$ cat src/rtl/uart_tx_fifo.sv
// rtl/uart_tx_fifo.sv - byte FIFO feeding an 8N1 UART transmitter with CTS flow control and frame counter
// Optional even-parity bit between data and stop when UART_TX_PARITY_EN is defined.
module uart_tx_fifo #(
    parameter int CLK_HZ     = 100000000,
    parameter int BAUD       = 115200,
    parameter int FIFO_DEPTH = 4
) (
    input  logic       clk,
    input  logic       CPU_RESETN,
    input  logic [7:0] tx_data,
    input  logic       tx_valid,
    output logic       tx_ready,
    input  logic       cts_n,
    output logic       UART_RXD_OUT,
    output logic       busy,
    output logic [7:0] frame_cnt
);

    localparam int DIV = (CLK_HZ + BAUD / 2) / BAUD;
    localparam int CW  = (DIV > 1) ? $clog2(DIV) : 1;
    localparam int AW  = $clog2(FIFO_DEPTH);
    localparam logic [CW-1:0] BAUD_LAST  = CW'(DIV - 1);
    localparam logic [AW:0]   DEPTH_FULL = (AW + 1)'(FIFO_DEPTH);

    typedef enum logic [2:0] {
        IDLE   = 3'd0,
        START  = 3'd1,
        DATA   = 3'd2,
        PARITY = 3'd3,
        STOP   = 3'd4
    } state_t;

    state_t state_q, state_d;

    logic          cts_meta, cts_sync;
    logic [7:0]    mem [FIFO_DEPTH];
    logic [AW-1:0] wr_ptr, rd_ptr;
    logic [AW:0]   count;
    logic          full, empty, push, pop;

    logic [CW-1:0] baud_cnt;
    logic [2:0]    bit_idx;
    logic [7:0]    shift_q;
    logic          line_q, line_d;
    logic          bit_done, frame_done;

    // Two-flop synchroniser; reset to "not clear" so nothing starts before the host is seen.
    always_ff @(posedge clk or negedge CPU_RESETN) begin
        if (!CPU_RESETN) begin
            cts_meta <= 1'b1;
            cts_sync <= 1'b1;
        end else begin
            cts_meta <= cts_n;
            cts_sync <= cts_meta;
        end
    end

    assign full     = (count == DEPTH_FULL);
    assign empty    = (count == '0);
    assign tx_ready = !full;
    assign push     = tx_valid && !full;

    always_ff @(posedge clk) begin
        if (push) begin
            mem[wr_ptr] <= tx_data;
        end
    end

    always_ff @(posedge clk or negedge CPU_RESETN) begin
        if (!CPU_RESETN) begin
            wr_ptr <= '0;
            rd_ptr <= '0;
            count  <= '0;
        end else begin
            if (push) begin
                wr_ptr <= wr_ptr + 1'b1;
            end
            if (pop) begin
                rd_ptr <= rd_ptr + 1'b1;
            end
            case ({push, pop})
                2'b10:   count <= count + 1'b1;
                2'b01:   count <= count - 1'b1;
                default: count <= count;
            endcase
        end
    end

    assign bit_done = (baud_cnt == BAUD_LAST);

    always_comb begin
        state_d    = state_q;
        pop        = 1'b0;
        line_d     = 1'b1;
        frame_done = 1'b0;
        case (state_q)
            IDLE: begin
                if (!empty && !cts_sync) begin
                    pop     = 1'b1;
                    state_d = START;
                end
            end
            START: begin
                line_d = 1'b0;
                if (bit_done) begin
                    state_d = DATA;
                end
            end
            DATA: begin
                line_d = shift_q[bit_idx];
                if (bit_done && (bit_idx == 3'd7)) begin
`ifdef UART_TX_PARITY_EN
                    state_d = PARITY;
`else
                    state_d = STOP;
`endif
                end
            end
`ifdef UART_TX_PARITY_EN
            PARITY: begin
                line_d = ^shift_q;
                if (bit_done) begin
                    state_d = STOP;
                end
            end
`endif
            STOP: begin
                if (bit_done) begin
                    state_d    = IDLE;
                    frame_done = 1'b1;
                end
            end
            default: state_d = IDLE;
        endcase
    end

    // The line is registered from the current state, so it trails the state by one cycle.
    always_ff @(posedge clk or negedge CPU_RESETN) begin
        if (!CPU_RESETN) begin
            state_q   <= IDLE;
            baud_cnt  <= '0;
            bit_idx   <= '0;
            shift_q   <= '0;
            line_q    <= 1'b1;
            frame_cnt <= '0;
        end else begin
            state_q <= state_d;
            line_q  <= line_d;
            if (pop) begin
                shift_q  <= mem[rd_ptr];
                baud_cnt <= '0;
                bit_idx  <= '0;
            end else if (state_q != IDLE) begin
                baud_cnt <= bit_done ? '0 : baud_cnt + 1'b1;
                if (bit_done && (state_q == DATA)) begin
                    bit_idx <= bit_idx + 1'b1;
                end
            end
            if (frame_done) begin
                frame_cnt <= frame_cnt + 1'b1;
            end
        end
    end

    assign UART_RXD_OUT = line_q;
    assign busy         = (state_q != IDLE) || !empty;

endmodule

$ cat config.mk
export PLATFORM = sky130hd
export DESIGN_NAME = uart_tx_fifo
export DESIGN_NICKNAME = d
export VERILOG_FILES = /design/src/rtl/uart_tx_fifo.sv
export SDC_FILE = /design/constraint.sdc
export NUM_CORES = 1
export LEC_CHECK = 0
export ABC_AREA = 1
export BUFFER_PORTS_ARGS = -buffer_cell sky130_fd_sc_hd__buf_2
export CAP_MARGIN = 20
export CORE_ASPECT_RATIO = 1.5
export CORE_MARGIN = 1.5
export CORE_UTILIZATION = 40
export DETAILED_ROUTE_END_ITERATION = 7
export GPL_ROUTABILITY_DRIVEN = 0
export PLACE_DENSITY = 0.53
export REMOVE_ABC_BUFFERS = 1
export SLEW_MARGIN = 20
export SYNTH_ARGS = -nofsm -noshare
export SYNTH_HDL_FRONTEND = slang
export SYNTH_SLANG_ARGS = --single-unit
export TNS_END_PERCENT = 5
$ cat constraint.sdc
create_clock -name clk -period 2.13 [get_ports clk]
set_input_delay 0.213 -clock clk [delete_from_list [all_inputs] [get_ports clk]]
set_output_delay 0.213 -clock clk [all_outputs]
set_load 0.01 [all_outputs]
==> metrics.md <==
| Metric | Value |
|---|---|
| First-pass GRT wire length | `10.91 mm` |
| Syn avg cell area | `9.920 um^2` |
| Synth area leaders | `dfrtp_1 (28%), edfxtp_1 (28%), nand2_1 (7.5%)` |
| Core Area | `approximately 8400 um^2` |
| Total negative setup slack | `0 ns` |
| Die area | `roughly 9000 um^2` |
| Post-DP Area | `3722 um^2` |
| Drt pass-1 iters | `4` |
| I/O Buffers | `22` |
| Clk buf depth | `2` |
| Drt initial violations | `111` |
| Switching power | `roughly 0.86 mW` |
| Via-per-instance ratio | `between 4 and 5` |
| Critical path class | `reg2reg` |
| Worst r2r path cells | `9` |
| Die Width | `78.96 um` |
| Row Count | `41` |
| Hold Path Stages | `1` |
| Leakage | `1.797 nW` |
| RSZ-0062 raised after global routing | `no` |
| Initial antenna violation count | `0` |
| Hold Crit Class | `in2reg` |
| Final critical-path share of the clock period | `0.8876` |
| Post-CTS Setup Bufs | `0` |
| Cell Pwr Density | `just under 900 nW/um^2` |
| Cells along the critical path | `inv_1 -> nand3_2 -> nor2_2 -> ha_1 -> inv_1 -> fa_1 -> a21oi_1 -> o21ai_0 -> xor2_1` |
| Placed insts | `480` |
| Routed wire length | `6.319 mm` |
| Clock Sinks | `between 70 and 80` |
| Pin count of the biggest net entering global routing | `43` |
| Yosys warnings | `0` |
| CTS tree | `yes` |
| Clock network power share | `0.391` |
| Cells after Synth | `349` |
| Max Clock Freq | `528.9 MHz` |
| Post-route cell area | `4016 um^2` |
| Critical Path RT | `2.34 ns` |
| Sequential share of power | `0.495` |
| Fin. Hold Viols | `0` |
| Die height | `116.9 um` |
| Synth area leader | `dfrtp_1` |
| Drc violations | `0` |
| Switching Share | `0.2457` |
| CTS clk-pin slew, worst paths | `0.06 ns` |
| Initial core utilization | `0.4115` |
| Power Internal | `2.639 mW` |
| Num CTS Buffers | `9` |
| N_diodes | `0` |
| Final ANT Viol Nets | `0` |
| WP data arrival | `~2.1 ns` |
| Clock Latency Late Sink | `0.33 ns` |
| Fin nets | `roughly 410` |
| Cts-stage hold buffer count | `2` |
| CP startpoint kind | `flop` |
| Yosys cell types | `34` |
| Htree depth | `3` |
| Layout Cells excl Fill | `498` |
| Crit-path max FO | `4` |
| CP dominant cell by count | `inv_1` |
| CP max-delay cell | `dfrtp_1` |
| Synth Cell Area | `3462 um^2` |
| Root buffer cell | `clkbuf_16` |
| PostCTS Resize Cnt | `0` |
| Headroom to the max-slew limit | `0.6479` |
| Final min period | `1.891 ns` |
| Outcome | `complete, no violations` |
| GRT Util Overall | `0.1560` |
| Via count | `2396` |
| Max-Cap Viols | `0` |
| Clock Skews | `0.005018 ns` |
| Max IR drop VDD | `0.6601 mV` |
| # IOs | `23` |
| Vias in the first global route | `2439` |
| Area grow syn2layout | `16.01%` |
| Finish-stage setup viols | `0` |
| Ratio of cells with drive above 1 in the final layout | `0.1765` |
| CP endpoint kind | `flop` |
| Comb pwr share | `0.114` |
| Worst slew pin tran | `0.5282 ns` |
| Average wire per standard cell | `approximately 13 um` |
| Total gr overflow | `0` |
| Seq cells post-synth | `between 70 and 80` |
| Seq/Total Area, Yosys | `0.5822` |
| Synth top area share | `0.2819` |
| Critical Path Max Stage Delay | `0.38 ns` |
| Hpwl dp | `4.419 mm` |
| Slew Limit Fails | `0` |
| Final Power | `3.499 mW` |
## layout by cell type, fill, tap and decap left out, drive strengths merged, types with 2 or more instances in the layout
master	n
nand2	72
nor2	44
inv	43
dfrtp	39
o21ai	34
edfxtp	32
buf	30
nand3	26
clkbuf	11
ha	9
xnor2	8
o22ai	7
xor2	7
clkinv	5
a21oi	4
nand4	4
a31oi	4
dfstp	3
o211ai	2
dlygate4sd3	2
## cell usage after synthesis, drive strengths merged
library cell and count:
o22ai 7, nor3 1, fa 1, nor2 44
inv 43, clkinv 1, or2 1, nand2 72
o211ai 2, dfrtp 39, dfstp 3, xor2 7
nand4 4, edfxtp 32, nand3b 1, xnor2 8
a31oi 4, ha 9, a21oi 4, o21ai 34
buf 5, nand3 26, clkbuf 1
## worst max-delay path, delay by kind of cell, from the launching register on
kind,cells,cell delay [ns]
fa+ha+maj,2,0.53
buf+inv,2,0.17
simple gates,2,0.29
flops,1,0.38
xor+xnor,1,0.15
compound gates,2,0.25
## registers in the layout (all words and copies together), names as in the netlist, 2 cells and up
signal and cells:
bit_idx 3, baud_cnt 10, shift_q 8, rd_ptr 2
state_q 3, count 3, wr_ptr 2, mem 32
frame_cnt 8
## layout make-up
cell class,count,area (um^2)
clock buffer,11,242.7
clock inverter,5,31.28
fill,816,4397
inverter,44,170.2
multi-input combinational,225,1232
sequential,74,2016
tap,107,133.9
timing repair buffer,32,190.2
## power groups by stage
stage	clock [mW]	combinational, mW	sequential, mW
after detailed placement	0	0.405	1.76
after CTS	1.40	0.410	1.73
after floorplan	0	0.245	1.75
final	1.37	0.399	1.73
after global placement	0	0.393	1.76
after global routing	1.46	0.462	1.75
## worst paths after layout
| path | start | slack, ns | end |
|---|---|---|---|
| min reg2reg | cts_meta | 0.36 | cts_sync |
| min in group asynchronous | CPU_RESETN | 0.48 | baud_cnt[2] |
| max | state_q[2] | 0.24 | count[2] |
| min | tx_data[3] | 0.09 | mem[2][3] |
| max reg2reg | state_q[2] | 0.24 | count[2] |
| max in group asynchronous | CPU_RESETN | 1.27 | cts_meta |
## through the flow
step           worst slack (ns)  hold slack (ns)  utilization
2_1_floorplan          -0.07574         -0.08259            -
3_3_place_gp             0.2854           0.3210       0.4424
3_5_place_dp             0.2378           0.3216       0.4424
4_1_cts                  0.2297          0.08812       0.4774
5_1_grt                 0.08015          0.09748       0.4774
6_report                 0.2394          0.09410       0.4774
## layer usage
layer	vias up	part of all wire	track usage	wire length, um
met5	-	0	0	0
met4	0	0.025	0.09006	159
met3	11	0.020	0.02326	129
met2	30	0.54	0.2877	3384
met1	1131	0.42	0.1684	2645
li1	1224	-	-	-
## cells by family after synthesis
| group | after synthesis | synth area share |
|---|---|---|
| buf+inv | 50 | 0.06180 |
| fa+ha+maj | 10 | 0.03831 |
| xor+xnor | 15 | 0.04012 |
| simple gates | 149 | 0.1984 |
| flops | 74 | 0.5822 |
| compound gates | 51 | 0.07914 |
No activity file was read; power rests on OpenSTA's default activity.
